## config.mk

```make
export PLATFORM = sky130hd
export DESIGN_NAME = enc_in_ctrl
export DESIGN_NICKNAME = d
export VERILOG_FILES = /design/src/rtl/enc_in_ctrl_pkg.sv /design/src/rtl/enc_in_sample_timer.sv /design/src/rtl/enc_in_ctrl.sv
export SDC_FILE = /design/constraint.sdc
export NUM_CORES = 1
export LEC_CHECK = 0
export ABC_CLOCK_PERIOD_IN_PS = 2900
export CORE_UTILIZATION = 48
export CTS_BUF_LIST = sky130_fd_sc_hd__clkbuf_8
export DETAILED_ROUTE_END_ITERATION = 8
export PLACE_DENSITY_LB_ADDON = 0.05
export SLEW_MARGIN = 20
export SYNTH_ARGS = -nofsm -noshare
export SYNTH_HDL_FRONTEND = slang
export SYNTH_HIERARCHICAL = 1
export SYNTH_SLANG_ARGS = --single-unit
```

## constraint.sdc

```tcl
create_clock -name xclk -period 2.9 [get_ports xclk]
set_input_delay 0.725 -clock xclk [delete_from_list [all_inputs] [get_ports xclk]]
set_output_delay 0.725 -clock xclk [all_outputs]
set_load 0.02 [all_outputs]
```

## src/rtl/enc_in_ctrl_pkg.sv

```systemverilog
// Shared types and constants for the encoder-input controller: FSM states,
// host command codes, read address map and status word layout.
package enc_in_ctrl_pkg;

    localparam int DATA_W = 32;
    localparam int WORD_W = 16;
    localparam int SEQ_W  = 8;

    typedef enum logic [2:0] {
        ST_IDLE     = 3'd0,
        ST_SNAP     = 3'd1,
        ST_RD       = 3'd2,
        ST_CLR      = 3'd3,
        ST_CLR_WAIT = 3'd4
    } state_t;

    typedef enum logic [1:0] {
        CMD_SNAP = 2'b00,
        CMD_CLR  = 2'b01,
        CMD_RD   = 2'b10,
        CMD_RSVD = 2'b11
    } host_cmd_t;

    localparam logic [3:0] ADDR_PERIOD_LO  = 4'd0;
    localparam logic [3:0] ADDR_PERIOD_HI  = 4'd1;
    localparam logic [3:0] ADDR_ONTIME_LO  = 4'd2;
    localparam logic [3:0] ADDR_ONTIME_HI  = 4'd3;
    localparam logic [3:0] ADDR_IPERIOD_LO = 4'd4;
    localparam logic [3:0] ADDR_IPERIOD_HI = 4'd5;
    localparam logic [3:0] ADDR_COUNTS_LO  = 4'd6;
    localparam logic [3:0] ADDR_COUNTS_HI  = 4'd7;
    localparam logic [3:0] ADDR_STATUS     = 4'd8;
    localparam logic [3:0] ADDR_DELTA_LO   = 4'd9;
    localparam logic [3:0] ADDR_DELTA_HI   = 4'd10;

    localparam int STAT_DIR     = 0;
    localparam int STAT_PEND    = 1;
    localparam int STAT_AUTO_EN = 2;
    localparam int STAT_ERR     = 3;
    localparam int STAT_SEQ_LSB = 8;

    function automatic logic [WORD_W-1:0] half_word(input logic [DATA_W-1:0] v,
                                                    input logic hi);
        return hi ? v[DATA_W-1:WORD_W] : v[WORD_W-1:0];
    endfunction

endpackage

```

## src/rtl/enc_in_sample_timer.sv

```systemverilog
// Auto-snapshot interval timer: raises auto_pending on each terminal count and
// flags a tick that arrives while a previous request is still unserviced.
module enc_in_sample_timer
    import enc_in_ctrl_pkg::*;
#(
    parameter int TIMER_W = 24
) (
    input  logic               xclk,
    input  logic               reset,
    input  logic               auto_en,
    input  logic [TIMER_W-1:0] sample_interval,
    input  logic               pend_clr,
    output logic               auto_pending,
    output logic               tick_drop
);

    logic [TIMER_W-1:0] count;
    logic               enabled;
    logic               tick;

    assign enabled   = auto_en && (sample_interval != '0);
    assign tick      = enabled && (count == sample_interval - TIMER_W'(1));
    assign tick_drop = tick && auto_pending && !pend_clr;

    // A shrunk interval that the count already passed restarts quietly at 0.
    always_ff @(posedge xclk or negedge reset) begin
        if (!reset) begin
            count        <= '0;
            auto_pending <= 1'b0;
        end else if (!enabled) begin
            count        <= '0;
            auto_pending <= 1'b0;
        end else begin
            if (tick || (count >= sample_interval))
                count <= '0;
            else
                count <= count + TIMER_W'(1);
            auto_pending <= tick || (auto_pending && !pend_clr);
        end
    end

endmodule

```

## src/rtl/enc_in_ctrl.sv

```systemverilog
// Snapshot sequencer and 16-bit host window over the encoder measurements.
// Define ENC_IN_CTRL_DELTA_EN to add the per-snapshot count delta at addr 9/10.
module enc_in_ctrl
    import enc_in_ctrl_pkg::*;
#(
    parameter int CLR_PULSE_CYCLES = 2,
    parameter int TIMER_W          = 24
) (
    input  logic               xclk,
    input  logic               reset,
    input  logic [DATA_W-1:0]  enc_period,
    input  logic [DATA_W-1:0]  enca_ontime,
    input  logic [DATA_W-1:0]  enci_period,
    input  logic [DATA_W-1:0]  enc_counts,
    input  logic               enc_dir,
    output logic               reset_enc_in_counts,
    input  logic               host_req,
    input  logic [1:0]         host_cmd,
    input  logic [3:0]         host_addr,
    output logic               host_ready,
    output logic               host_ack,
    output logic [WORD_W-1:0]  host_rdata,
    input  logic               auto_en,
    input  logic [TIMER_W-1:0] sample_interval
);

    localparam logic [3:0] CLR_LAST      = 4'(CLR_PULSE_CYCLES - 1);
    localparam logic [3:0] CLR_WAIT_LAST = 4'd1;

    state_t              state, state_nx;
    logic [3:0]          cnt, cnt_nx;
    logic                snap_auto, snap_auto_nx;
    logic                ack_nx, snap_en, rd_en, pend_clr;
    logic                err, err_set, err_clr;
    logic                auto_pending, tick_drop;
    logic [SEQ_W-1:0]    snap_seq;
    logic [3:0]          addr_q;
    logic [DATA_W-1:0]   period_sh, ontime_sh, iperiod_sh, counts_sh;
    logic                dir_sh;
    logic signed [DATA_W-1:0] delta_q;
    logic [WORD_W-1:0]   status_word, rd_word;

    enc_in_sample_timer #(.TIMER_W(TIMER_W)) u_timer (
        .xclk            (xclk),
        .reset           (reset),
        .auto_en         (auto_en),
        .sample_interval (sample_interval),
        .pend_clr        (pend_clr),
        .auto_pending    (auto_pending),
        .tick_drop       (tick_drop)
    );

    always_ff @(posedge xclk or negedge reset) begin
        if (!reset) begin
            state     <= ST_IDLE;
            cnt       <= '0;
            snap_auto <= 1'b0;
        end else begin
            state     <= state_nx;
            cnt       <= cnt_nx;
            snap_auto <= snap_auto_nx;
        end
    end

    // Host requests beat a pending auto snapshot; the pending flag survives.
    always_comb begin
        state_nx     = state;
        cnt_nx       = cnt + 4'd1;
        snap_auto_nx = snap_auto;
        case (state)
            ST_IDLE: begin
                cnt_nx = '0;
                if (host_req) begin
                    case (host_cmd)
                        CMD_SNAP: begin
                            state_nx     = ST_SNAP;
                            snap_auto_nx = 1'b0;
                        end
                        CMD_CLR: state_nx = ST_CLR;
                        CMD_RD:  state_nx = ST_RD;
                        default: state_nx = ST_IDLE;
                    endcase
                end else if (auto_pending) begin
                    state_nx     = ST_SNAP;
                    snap_auto_nx = 1'b1;
                end
            end
            ST_SNAP, ST_RD: state_nx = ST_IDLE;
            ST_CLR: begin
                if (cnt == CLR_LAST) begin
                    state_nx = ST_CLR_WAIT;
                    cnt_nx   = '0;
                end
            end
            ST_CLR_WAIT: if (cnt == CLR_WAIT_LAST) state_nx = ST_IDLE;
            default: state_nx = ST_IDLE;
        endcase
    end

    always_comb begin
        host_ready = (state == ST_IDLE);
        snap_en    = (state == ST_SNAP);
        rd_en      = (state == ST_RD);
        pend_clr   = snap_en && snap_auto;
        case (state)
            ST_IDLE:     ack_nx = host_req && (host_cmd == CMD_RSVD);
            ST_SNAP:     ack_nx = !snap_auto;
            ST_RD:       ack_nx = 1'b1;
            ST_CLR_WAIT: ack_nx = (cnt == CLR_WAIT_LAST);
            default:     ack_nx = 1'b0;
        endcase
    end

    assign err_set = (host_req && !host_ready) || tick_drop;
    assign err_clr = rd_en && (addr_q == ADDR_STATUS);

    // The clear pulse is registered off next-state so reset drops it at once.
    always_ff @(posedge xclk or negedge reset) begin
        if (!reset) begin
            host_ack            <= 1'b0;
            reset_enc_in_counts <= 1'b0;
            err                 <= 1'b0;
            snap_seq            <= '0;
        end else begin
            host_ack            <= ack_nx;
            reset_enc_in_counts <= (state_nx == ST_CLR);
            if (err_set)
                err <= 1'b1;
            else if (err_clr)
                err <= 1'b0;
            if (snap_en)
                snap_seq <= snap_seq + SEQ_W'(1);
        end
    end

    always_ff @(posedge xclk or negedge reset) begin
        if (!reset) begin
            addr_q     <= '0;
            period_sh  <= '0;
            ontime_sh  <= '0;
            iperiod_sh <= '0;
            counts_sh  <= '0;
            dir_sh     <= 1'b0;
            host_rdata <= '0;
        end else begin
            if (host_ready && host_req)
                addr_q <= host_addr;
            if (snap_en) begin
                period_sh  <= enc_period;
                ontime_sh  <= enca_ontime;
                iperiod_sh <= enci_period;
                counts_sh  <= enc_counts;
                dir_sh     <= enc_dir;
            end
            if (rd_en)
                host_rdata <= rd_word;
        end
    end

`ifdef ENC_IN_CTRL_DELTA_EN
    logic signed [DATA_W-1:0] delta_ref;

    // The reference is separate from counts_sh so a clear can zero it.
    always_ff @(posedge xclk or negedge reset) begin
        if (!reset) begin
            delta_q   <= '0;
            delta_ref <= '0;
        end else if (snap_en) begin
            delta_q   <= $signed(enc_counts) - delta_ref;
            delta_ref <= $signed(enc_counts);
        end else if (state == ST_CLR) begin
            delta_ref <= '0;
        end
    end
`else
    assign delta_q = '0;
`endif

    always_comb begin
        status_word                            = '0;
        status_word[STAT_SEQ_LSB +: SEQ_W]     = snap_seq;
        status_word[STAT_ERR]                  = err;
        status_word[STAT_AUTO_EN]              = auto_en;
        status_word[STAT_PEND]                 = auto_pending;
        status_word[STAT_DIR]                  = dir_sh;
    end

    always_comb begin
        case (addr_q)
            ADDR_PERIOD_LO:  rd_word = half_word(period_sh, 1'b0);
            ADDR_PERIOD_HI:  rd_word = half_word(period_sh, 1'b1);
            ADDR_ONTIME_LO:  rd_word = half_word(ontime_sh, 1'b0);
            ADDR_ONTIME_HI:  rd_word = half_word(ontime_sh, 1'b1);
            ADDR_IPERIOD_LO: rd_word = half_word(iperiod_sh, 1'b0);
            ADDR_IPERIOD_HI: rd_word = half_word(iperiod_sh, 1'b1);
            ADDR_COUNTS_LO:  rd_word = half_word(counts_sh, 1'b0);
            ADDR_COUNTS_HI:  rd_word = half_word(counts_sh, 1'b1);
            ADDR_STATUS:     rd_word = status_word;
            ADDR_DELTA_LO:   rd_word = half_word(delta_q, 1'b0);
            ADDR_DELTA_HI:   rd_word = half_word(delta_q, 1'b1);
            default:         rd_word = '0;
        endcase
    end

endmodule

```

==> impl_metrics.csv <==
group,metric,value,unit
place,dpl.cell_count,1382,
pwr,vdd_drop_max,0.361,mV
synth,syn_nets,1081,
detailed_routing,drcViolationCount,0,
detailed_routing,wl_per_cell,18.5,µm
critical_path,crit_fanout,6,
clock_tree,cts_buffers,17,
finish,synthToLayoutAreaGrowth,34.1,%
critical_path,crit_family,"simple AND/OR/NAND/NOR gates",
floorplan,start_util,0.494,
critical_path,crit_chain,"dlygate4sd2_1, buf_6, nor3b_4, buf_6, buf_6, xnor2_1, or3_4, a311oi_2, nand4_1, nor4_4, buf_4, buf_12, buf_16, nor3_2",
synth,ys_seq_elements,193,
finish,final_nets,1339,
critical_path,reg2reg_slack,460,ps
synth,synth_mux_area_frac,0.194,
critical_path,cp-end-kind,"flop",
detailed_routing,dr.pass1.iters,5,
timing,fin_crit,2840,ps
min_path,hold_class,"in2async",
timing,setup_violations,0,
synth,netlist_top_cells_count,"dfrtp_1 (193), mux2_2 (112)",
timing,timing.final.ws_setup,60.9,ps
detailed_routing,vias,7841,
synth,ys.warnings.count,6,
timing,maxSlewHeadroom,0.485,
critical_path,critical_path_class,"in2reg",
floorplan,rows,53,
timing,post-route-period-util,0.979,
synth,ys_top_cells_by_area,"dfrtp_1 (46%), mux2_2 (12%), ha_1 (4.1%)",
grt,grt_pass1_wl,42.7,mm
critical_path,cp_num_buf_inv,7,
synth,synth_top_family_by_area,"multiplexers",
synth,synth_edf_count,0,
clock_tree,cts_root_buf,"clkbuf_8",
place,pre_cts_slack,-859,ps
synth,synth_flop_cell,"dfrtp_1",
timing,fmax,352,MHz
finish,antennaDiodeCount,0,
synth,syn_avg_cell_area,11.8,µm²
pwr,power_density,678,mW/mm²
pwr,leakagePower,5.91,nW
floorplan,pin_count,182,
grt,antenna_found_initial,0,
clock_tree,cts_buffer_depth,2,
clock_tree,hold_buffers,0,
timing,hold_viol,0,
grt,grt_usage,0.248,
run,drv_cap,0,
clock_tree,cts-htree-levels,4,
synth,synthesis.area,0.0105,mm²
finish,drive_gt1_frac,0.291,
critical_path,crit_slowest_cell,"or3_4",
grt,grt_util_met2,0.415,
floorplan,die_w,150,µm
critical_path,crit_top_cell,"buf_6",
detailed_routing,drt-total-wl,26.5,mm
grt,gr-max-usage-layer,"met2",
critical_path,worstSetupStartpointType,"primary input",
timing,setup-tns-final,0,ps
grt,use_met1,0.329,
place,dpl.hpwl,19.7,mm
synth,ys_types,79,
floorplan,die_y,150,µm
synth,synth_xor_area_frac,0.0503,
detailed_routing,vias_per_cell,5.48,
finish,fin_util,0.662,
synth,yosys.area_share.adder,0.0407,
synth,synthCells,884,
clock_tree,cts_tree,"yes",
timing,timing_worst_slew_pin_value,772,ps
run_status,status,"finished clean",
place,port_buffers,181,
grt,grt_pass1_vias,8109,
synth,ys_seq_area_frac,0.462,
timing,final_max_slew_viol_count,0,
grt,overflow,0,
finish,stdcell_count,1430,
floorplan,die_area,0.0224,mm²
detailed_routing,ant_nets,0,
synth,synth_top_area_frac,0.462,
timing,clock-skew-final,23.3,ps
place,gp_congestion,0.867,
grt,grt.met3_usage,0.0488,
critical_path,cp.required,3250,ps
floorplan,core_area,0.0212,mm²
synth,async_flop_share,1.00,
synth,yosys.area.top_type,"dfrtp_1",
critical_path,arrival,3190,ps
grt,grt_max_degree,63,
synth,yosysMostFrequentCell,"dfrtp_1",
detailed_routing,drt-initial-drc-count,333,
clock_tree,clk_pin_slew,110,ps
synth,synthSimpleGateAreaFrac,0.124,
clock_tree,cts.sinks,193,
synth,synth-compound-area-share,0.0878,
critical_path,cpPeakStageDelay,370,ps
clock_tree,clkLatencyLatePin,480,ps
[registers in the layout, summed over array words and instances, names as in the netlist]
name	count
ontime_sh	32
host_rdata	16
cnt	4
addr_q	4
dir_sh	1
reset_enc_in_counts	1
snap_auto	1
period_sh	32
counts_sh	32
snap_seq	8
iperiod_sh	32
host_ack	1
state	3
u_timer/auto_pending	1
err	1
u_timer/count	24
[final cells by class]
cell class,instances,area (µm²)
Clock inverter,15,221
Sequential cell,193,4830
Clock buffer,17,234
Inverter,36,158
Fill cell,1695,7140
Multi-Input combinational cell,610,5460
Tap cell,275,344
Timing Repair Buffer,284,2760
[cell families after synthesis]
kind of cell	after synthesis
buf+inv	81
compound gates	129
mux	168
simple gates	219
fa+ha+maj	34
xor+xnor	60
flops	193
[metal layers]
metal / vias up / share of wire
li1: 3784 / -
met2: 177 / 0.50
met1: 3850 / 0.44
met5: - / 0
met3: 30 / 0.046
met4: 0 / 0.013
[path summary, 6_finish.rpt]
kind                                endpoint               start  cells past startpoint
min in group xclk               ontime_sh[9]        ontime_sh[9]                      1
max in group asynchronous      host_rdata[7]               reset                      2
min                         u_timer/count[2]               reset                      1
max reg2reg                u_timer/count[21]   u_timer/count[15]                     11
min reg2reg                     ontime_sh[9]        ontime_sh[9]                      1
max                        u_timer/count[21]  sample_interval[3]                     14
[timing repair]
action / in CTS / in global routing
endpoints found under the hold margin: 0 / 0
gates resized for setup: 38 / 28
pin swaps: 17 / 17
setup buffers: 11 / 5
endpoints found under the setup margin: 26 / 27
cloned: 3 / 0
[through the flow]
stage	cell area (µm²)	hold slack, ps	power [mW]
after floorplan	10600	429	6.42
after global placement	13200	462	7.54
after detailed placement	13200	469	7.64
after CTS	13900	220	9.58
after global routing	14000	235	10.1
final	14000	216	9.50
[power breakdown]
part,internal [mW],switching [mW]
sequential,3.75,0.653
combinational,1.84,1.33
clock,0.774,1.16
total,6.36,3.14
[cell usage in the layout, fill, tap and decap left out, types with 5 or more instances in the layout]
cell type,count
nor4_1,5
nor2b_1,5
mux2_1,23
buf_12,9
clkbuf_8,18
a31oi_1,6
mux2_2,112
a21oi_1,26
buf_6,7
xor2_1,30
nand3_1,26
inv_1,32
clkdlybuf4s50_1,165
mux4_2,14
dlygate4sd2_1,7
xnor2_1,30
o32ai_1,5
ha_1,33
dfrtp_1,191
buf_4,86
nor4_4,6
clkinv_8,5
nor2_1,33
a22oi_1,13
o21ai_0,22
and4_1,5
nor3_2,22
nand2_1,34
nand4_1,20
and3_1,6
and2_1,5
nor3_1,10
mux2i_1,19
dlymetal6s2s_1,5
nand2b_1,8
a221oi_1,6
(Power assumes the default switching activity.)
